$ cat src/rtl/apu_mixer.sv
// apu_mixer: time-multiplexed N-channel gain/mute mixer with saturation
// and a first-order sigma-delta 1-bit output stage.
module apu_mixer #(
    parameter int CHANNELS   = 4,
    parameter int IN_WIDTH   = 4,
    parameter int GAIN_WIDTH = 4,
    parameter int OUT_WIDTH  = 8,
    parameter int SHIFT      = 2,
    parameter int ADDR_WIDTH = (CHANNELS > 1) ? $clog2(CHANNELS) : 1
) (
    input  logic                         clk,
    input  logic                         rst_n,
    input  logic [CHANNELS*IN_WIDTH-1:0] ch_data,
    input  logic [CHANNELS-1:0]          mute,
    input  logic                         gain_we,
    input  logic [ADDR_WIDTH-1:0]        gain_addr,
    input  logic [GAIN_WIDTH-1:0]        gain_data,
    output logic [OUT_WIDTH-1:0]         sample,
    output logic                         sample_valid,
    output logic                         clip,
    output logic                         pwm
);

    localparam int CH_LOG = (CHANNELS > 1) ? $clog2(CHANNELS) : 0;
    localparam int ACC_W  = IN_WIDTH + GAIN_WIDTH + CH_LOG;
    // m is widened so the saturation test always has an upper slice
    localparam int M_W    = (ACC_W > OUT_WIDTH) ? ACC_W : OUT_WIDTH + 1;

    localparam logic [ADDR_WIDTH-1:0] LAST_IDX = ADDR_WIDTH'(CHANNELS - 1);

    typedef enum logic [1:0] {
        LOAD = 2'd0,
        ACC  = 2'd1,
        OUT  = 2'd2
    } state_t;

    state_t state;

    logic [CHANNELS-1:0][GAIN_WIDTH-1:0] gains;
    logic [CHANNELS-1:0][GAIN_WIDTH-1:0] gain_s;
    logic [CHANNELS-1:0][IN_WIDTH-1:0]   ch_s;
    logic [CHANNELS-1:0]                 mute_s;

    logic [ACC_W-1:0]      acc;
    logic [ACC_W-1:0]      term;
    logic [ADDR_WIDTH-1:0] idx;
    logic [M_W-1:0]        m;
    logic                  sat;
    logic [OUT_WIDTH:0]    sd;

    // Gain register file; out-of-range addresses match no entry.
    always_ff @(posedge clk or negedge rst_n) begin
        if (!rst_n) begin
            gains <= '1;
        end else begin
            for (int i = 0; i < CHANNELS; i++) begin
                if (gain_we && gain_addr == ADDR_WIDTH'(i)) begin
                    gains[i] <= gain_data;
                end
            end
        end
    end

    always_comb begin
        term = '0;
        for (int i = 0; i < CHANNELS; i++) begin
            if (idx == ADDR_WIDTH'(i) && !mute_s[i]) begin
                term = ACC_W'(ch_s[i]) * ACC_W'(gain_s[i]);
            end
        end
    end

    assign m   = M_W'(acc) >> SHIFT;
    assign sat = |m[M_W-1:OUT_WIDTH];

    always_ff @(posedge clk or negedge rst_n) begin
        if (!rst_n) begin
            state        <= LOAD;
            acc          <= '0;
            idx          <= '0;
            ch_s         <= '0;
            mute_s       <= '0;
            gain_s       <= '0;
            sample       <= '0;
            sample_valid <= 1'b0;
            clip         <= 1'b0;
        end else begin
            sample_valid <= 1'b0;
            unique case (state)
                LOAD: begin
                    ch_s   <= ch_data;
                    mute_s <= mute;
                    gain_s <= gains;
                    acc    <= '0;
                    idx    <= '0;
                    state  <= ACC;
                end
                ACC: begin
                    acc <= acc + term;
                    idx <= idx + ADDR_WIDTH'(1);
                    if (idx == LAST_IDX) begin
                        state <= OUT;
                    end
                end
                OUT: begin
                    sample       <= sat ? '1 : m[OUT_WIDTH-1:0];
                    clip         <= sat;
                    sample_valid <= 1'b1;
                    state        <= LOAD;
                end
                default: begin
                    state <= LOAD;
                end
            endcase
        end
    end

    // Carry out of the phase accumulator is the 1-bit density stream.
    always_ff @(posedge clk or negedge rst_n) begin
        if (!rst_n) begin
            sd  <= '0;
            pwm <= 1'b0;
        end else begin
            sd  <= {1'b0, sd[OUT_WIDTH-1:0]} + {1'b0, sample};
            pwm <= sd[OUT_WIDTH];
        end
    end

endmodule

$ cat config.mk
export PLATFORM = sky130hd
export DESIGN_NAME = apu_mixer
export DESIGN_NICKNAME = d
export VERILOG_FILES = /design/src/rtl/apu_mixer.sv
export SDC_FILE = /design/constraint.sdc
export NUM_CORES = 1
export LEC_CHECK = 0
export BUFFER_PORTS_ARGS = -buffer_cell sky130_fd_sc_hd__buf_2
export CORE_MARGIN = 2
export CORE_UTILIZATION = 39
export CTS_BUF_LIST = sky130_fd_sc_hd__clkbuf_4 sky130_fd_sc_hd__clkbuf_8
export DETAILED_ROUTE_END_ITERATION = 6
export RECOVER_POWER = 50
export SETUP_SLACK_MARGIN = 0.1
export SKIP_LAST_GASP = 1
export SYNTH_ARGS = -nofsm -noshare
export SYNTH_HDL_FRONTEND = slang
export SYNTH_SLANG_ARGS = --single-unit
$ cat constraint.sdc
create_clock -name clk -period 5.9 [get_ports clk]
set_clock_uncertainty 0.2 [all_clocks]
set_input_delay 1.475 -clock clk [delete_from_list [all_inputs] [get_ports clk]]
set_output_delay 1.475 -clock clk [all_outputs]
set_load 0.01 [all_outputs]
# [Word level (Yosys, flattened, before mapping)]
# Cells that the tools add are included.
[word_totals] register_bits=85
[op_classes] n_reduce_logical=16 multipliers=4 n_eq_ne=9 muxes=9 add_sub_neg=3
[ops] op="$mul 4x4->8" count=4
[ops] op="$mux 8" count=3
[ops] op="$pmux 10 s2" count=1
[ops] op="$add 10x10->10" count=1
[ops] op="$eq 2x2->1 const B" count=5
[ops] op="$mux 10" count=1
[ops] op="$add 8x8->9" count=1
[ops] op="$logic_and 1x1->1" count=8
[ops] op="$pmux 2 s2" count=2
[ops] op="$eq 2x1->1 const B" count=3
[ops] op="$logic_not 2->1" count=3
[ops] op="$logic_not 1->1" count=4
[ops] op="$add 2x1->2 const B" count=1
[ops] op="$mux 2" count=1
[ops] op="$ne 2x2->1 const B" count=1
[ops] op="$reduce_bool 2->1" count=1
[ops] op="$mux 1" count=1

# [Depth between registers and ports, before layout]
[logic_depth] depth_word=8 depth_mapped=17 mapped_depth_nobuf=17

# [Least setup slack after synthesis]
# No wires, ideal clock.
[synth_path] kind="reg2reg" from="register ch_s[12] (netlist bit)" to="register acc[9]" period_less_slack_ns=3.990 arrival_time_ns=3.712 stages_incl_launch_ff=17 n_path_buf=0 setup_ns=0.077 setup_slack_ns=1.910 cell_sequence="dfrtp_1 nand2_1 fa_1 inv_1 fa_1 fa_1 a21o_1 a21oi_1 xnor2_1 nor2_1 a211oi_1 ha_1 nand2_1 o21ai_0 a31oi_1 or3_1 a21oi_1"
[synth_via] elab_chain_len=4
[synth_rtl] item="from (decl)" line="41" rtl="logic [CHANNELS-1:0][IN_WIDTH-1:0] ch_s;"
[synth_rtl] item="from (signal assigned)" line="91" rtl="ch_s <= ch_data;"
[synth_rtl] item="$mul 4x4->8" line="68" rtl="term = ACC_W'(ch_s[i]) * ACC_W'(gain_s[i]);"
[synth_rtl] item="$mux 10" line="67" rtl="if (idx == ADDR_WIDTH'(i) && !mute_s[i]) begin"
[synth_rtl] item="$add 10x10->10" line="99" rtl="acc <= acc + term;"
[synth_rtl] item="$pmux 10 s2" line="89" rtl="unique case (state)"
[synth_rtl] item="to (signal assigned)" line="99"
[synth_rtl] item="to (decl)" line="44" rtl="logic [ACC_W-1:0] acc;"
# No other way between the ends.
# A chain may end at the register's enable or synchronous reset.

# [Worst setup path in the final report]
[layout_path] from="register ch_s[8] (netlist bit)" to="register acc[9]"
[layout_via] elab_chain_len=5
[layout_rtl] item="$mul 4x4->8" line="68"
[layout_rtl] item="$mux 8" line="67"
[layout_rtl] item="$mux 10" line="67"
[layout_rtl] item="$add 10x10->10" line="99"
[layout_rtl] item="$pmux 10 s2" line="89"
# No other way between the ends.

==> impl_metrics.ini <==
[setup_path]
r2r_slack_ps = 1430
arrival_ps = 4470
reg2reg_from = ch_s[8]$_DFFE_PN0P_
start_kind = flop
crit_path_start = ch_s[8]$_DFFE_PN0P_
worstPathMaxFanout = 5
crit_type = reg2reg
rr_worst_depth = 16
end_kind = flop
required_ps = 5900

[synth]
synthCells = 523
synth.area.mux_share_pct = 11.5
syn-num-nets = 638
ys_seq_elements = 85
synthFlopType = dfrtp_1
synth_xor_area_share_pct = 2.89
synth_compound_area_share_pct = 11.4
synth_fa_ha_area_share_pct = 21.0
synth_area_sq_um = 5770
yosysSeqAreaShare_pct = 37.2
ys_types = 51
synth-async-reset-ratio_pct = 100
avgSynthCellArea_sq_um = 11.0
ys_warn_count = 0
synth_edf_count = 0
synth_top_family_by_area = adder cells
yosys.area_share.simple_pct = 13.1

[die]
die_w_um = 126
initial_core_util_pct = 39.8
die_h_um = 126
ios = 40
die_area_sq_um = 15800
std_cell_rows = 44
core_area_sq_um = 14500

[placement]
dp_hpwl_um = 8740
gp_congestion = 0.805
dpl_worst_slack_ps = 1360
io_buffers = 38

[clocking]
cts.sinks = 85
cts.repair.resized = 0
htree_num_levels = 3
tritoncts = done
root_buffer = clkbuf_8
postCtsSetupBuffers = 0
cts_made_buffers = 9
insertion_delay_ps = 370
cts.reportedPaths.clkPinSlew_ps = 80
cts_hold_buf = 0
cts_buffer_depth = 2

[cells_and_area]
fill_cells = 1378
nets = 677
drive_above_1_share_pct = 23.1
area_growth_pct = 10.0
seq_area_sq_um = 2150
multi_input_comb_area_sq_um = 3460
diodes = 0

[sta]
drv_slew = 36
fin_crit_sh_pct = 75.7
maxSlewHeadroom_pct = -23.6
finalSetupViolCount = 0
fmax_ghz = 0.224
fin_crit_ps = 4470
rsz0062_at_grt = no
tightest_slew_ps = 1850
layout_setup_ws_ps = 1430
hold_viol_final = 0
tns_ps = 0

[detailed_routing]
antenna_left = 0
via_per_inst = 5.11
wl_per_cell_um = 14.7
drt-initial-drc-count = 94
route.detailed.drc = 0
wirelength_um = 11000
vias = 3839
drtPass1Iterations = 4

[grt]
grt_overflow = 0
grt_pass1_wl_um = 19500
grt_use_total_pct = 15.2
antenna_found_initial = 0
grt_pass1_vias = 4045
grt_max_degree = 52

[run]
max_cap_violations = 1

[hold_path]
min_from = sd[8]$_DFF_PN0_
holdPathStages = 0
hold_path_class = reg2reg

[run_status]
status = finished, violations left
violations = max-capacitance violations, max-slew violations

[power]
vdd_drop_max_uv = 177
power_density_nw_per_um2 = 321
power.leakage_nw = 2.95
power_mw = 2.04
-- synth_stat cells (4+ instances only) --
master / n / area [sq um]
fa_1: 18 / 360
a21oi_1: 21 / 105
and2_1: 45 / 282
o21ai_0: 25 / 125
o21a_1: 5 / 37.5
mux2_2: 59 / 664
a21o_1: 8 / 60.1
xor2_1: 10 / 87.6
nor2_1: 14 / 52.6
xnor2_1: 9 / 78.8
ha_1: 68 / 851
or3_1: 4 / 25.0
dfstp_2: 16 / 420
inv_1: 25 / 93.8
nand3_1: 6 / 30.0
nor2b_1: 8 / 50.1
nand3b_1: 4 / 30.0
nand2_1: 35 / 131
dfrtp_1: 69 / 1730
a211oi_1: 8 / 60.1
nand2b_1: 10 / 62.6
-- worst max-delay path, cell delays in order (launching register included) --
cell	delay (ps)
dfrtp_1	430
nand2_1	110
fa_1	550
inv_1	60
fa_1	530
fa_1	480
a21o_1	200
a21oi_1	170
xnor2_1	150
nor3_1	70
a211oi_1	270
ha_1	340
a21oi_1	210
o211ai_1	130
a31oi_1	210
or3_1	130
a21oi_1	60
-- worst paths after layout --
check | end
worst max-delay path | acc[9]$_DFFE_PN0P_
worst min-delay path | pwm$_DFF_PN0_
worst max register to register | acc[9]$_DFFE_PN0P_
worst min register to register | pwm$_DFF_PN0_
max in group asynchronous | ch_s[13]$_DFFE_PN0P_
min in group asynchronous | sd[1]$_DFF_PN0_
-- layout make-up --
cell class                      count  share of cell area (%)
Multi-Input combinational cell    402                    54.5
Sequential cell                    85                    33.8
Tap cell                          184                    3.63
Timing Repair Buffer               39                    3.02
Clock buffer                       13                    2.43
Inverter                           25                    1.48
Clock inverter                      3                    1.08
-- where the power goes --
part           switching [mW]  internal [mW]
logic                   0.405          0.389
registers              0.0725          0.709
clock network           0.205          0.259
total                   0.683           1.36
-- state kept, by name, indices dropped and copies added, names as in the netlist --
register and count:
mute_s 4, ch_s 16, idx 2, gains 16, state 2, gain_s 16, acc 10, sample 8
sd 9, sample_valid 1, pwm 1
-- metal layers --
metal  share of wire, %  track usage (%)
met1                 46             19.3
met2                 49             26.0
met3                3.0             3.61
met4                1.2             4.31
met5                  0                0
-- logic make-up (layout without fill, tap and decap cells) --
kind of cell	count (synthesis)	in the layout
xor gates and xnor gates	19	19
adders and majority gates	86	86
AOI/OAI and AO/OA	100	100
DFF	85	85
muxes	59	59
and+or+nand+nor	137	137
other	1	1
buffers and inverters	36	80
-- per-stage QoR --
step / std cells / util [%] / instance area (sq um) / hold WS, ps
finish: 751 / 43.8 / 6350 / 159
global route: 751 / 43.8 / 6350 / 162
CTS: 751 / 43.9 / 6350 / 161
detailed placement: 735 / 42.4 / 6130 / 141
global placement: 735 / 42.4 / 6130 / 133
floorplan: 523 / - / 5770 / 131
-- cells in the final DEF (no fill, tap or decap), types with 4 or more instances in the layout --
cell type | synthesis | routed
nor2b_1 | 8 | 8
a21oi_1 | 21 | 21
buf_2 | 3 | 35
o21a_1 | 5 | 5
nand3_1 | 6 | 6
and2_1 | 45 | 45
o21ai_0 | 25 | 26
a211oi_1 | 8 | 8
a21o_1 | 8 | 8
dfrtp_1 | 69 | 69
nand3b_1 | 4 | 4
dfstp_2 | 16 | 16
clkbuf_8 | 0 | 9
inv_1 | 25 | 25
nand2_1 | 35 | 35
or3_1 | 4 | 4
clkbuf_4 | 0 | 4
mux2_2 | 59 | 59
fa_1 | 18 | 18
ha_1 | 68 | 68
xor2_1 | 10 | 10
nor2_1 | 14 | 14
nand2b_1 | 10 | 10
xnor2_1 | 9 | 9
No activity file was read; power rests on OpenSTA's default activity.
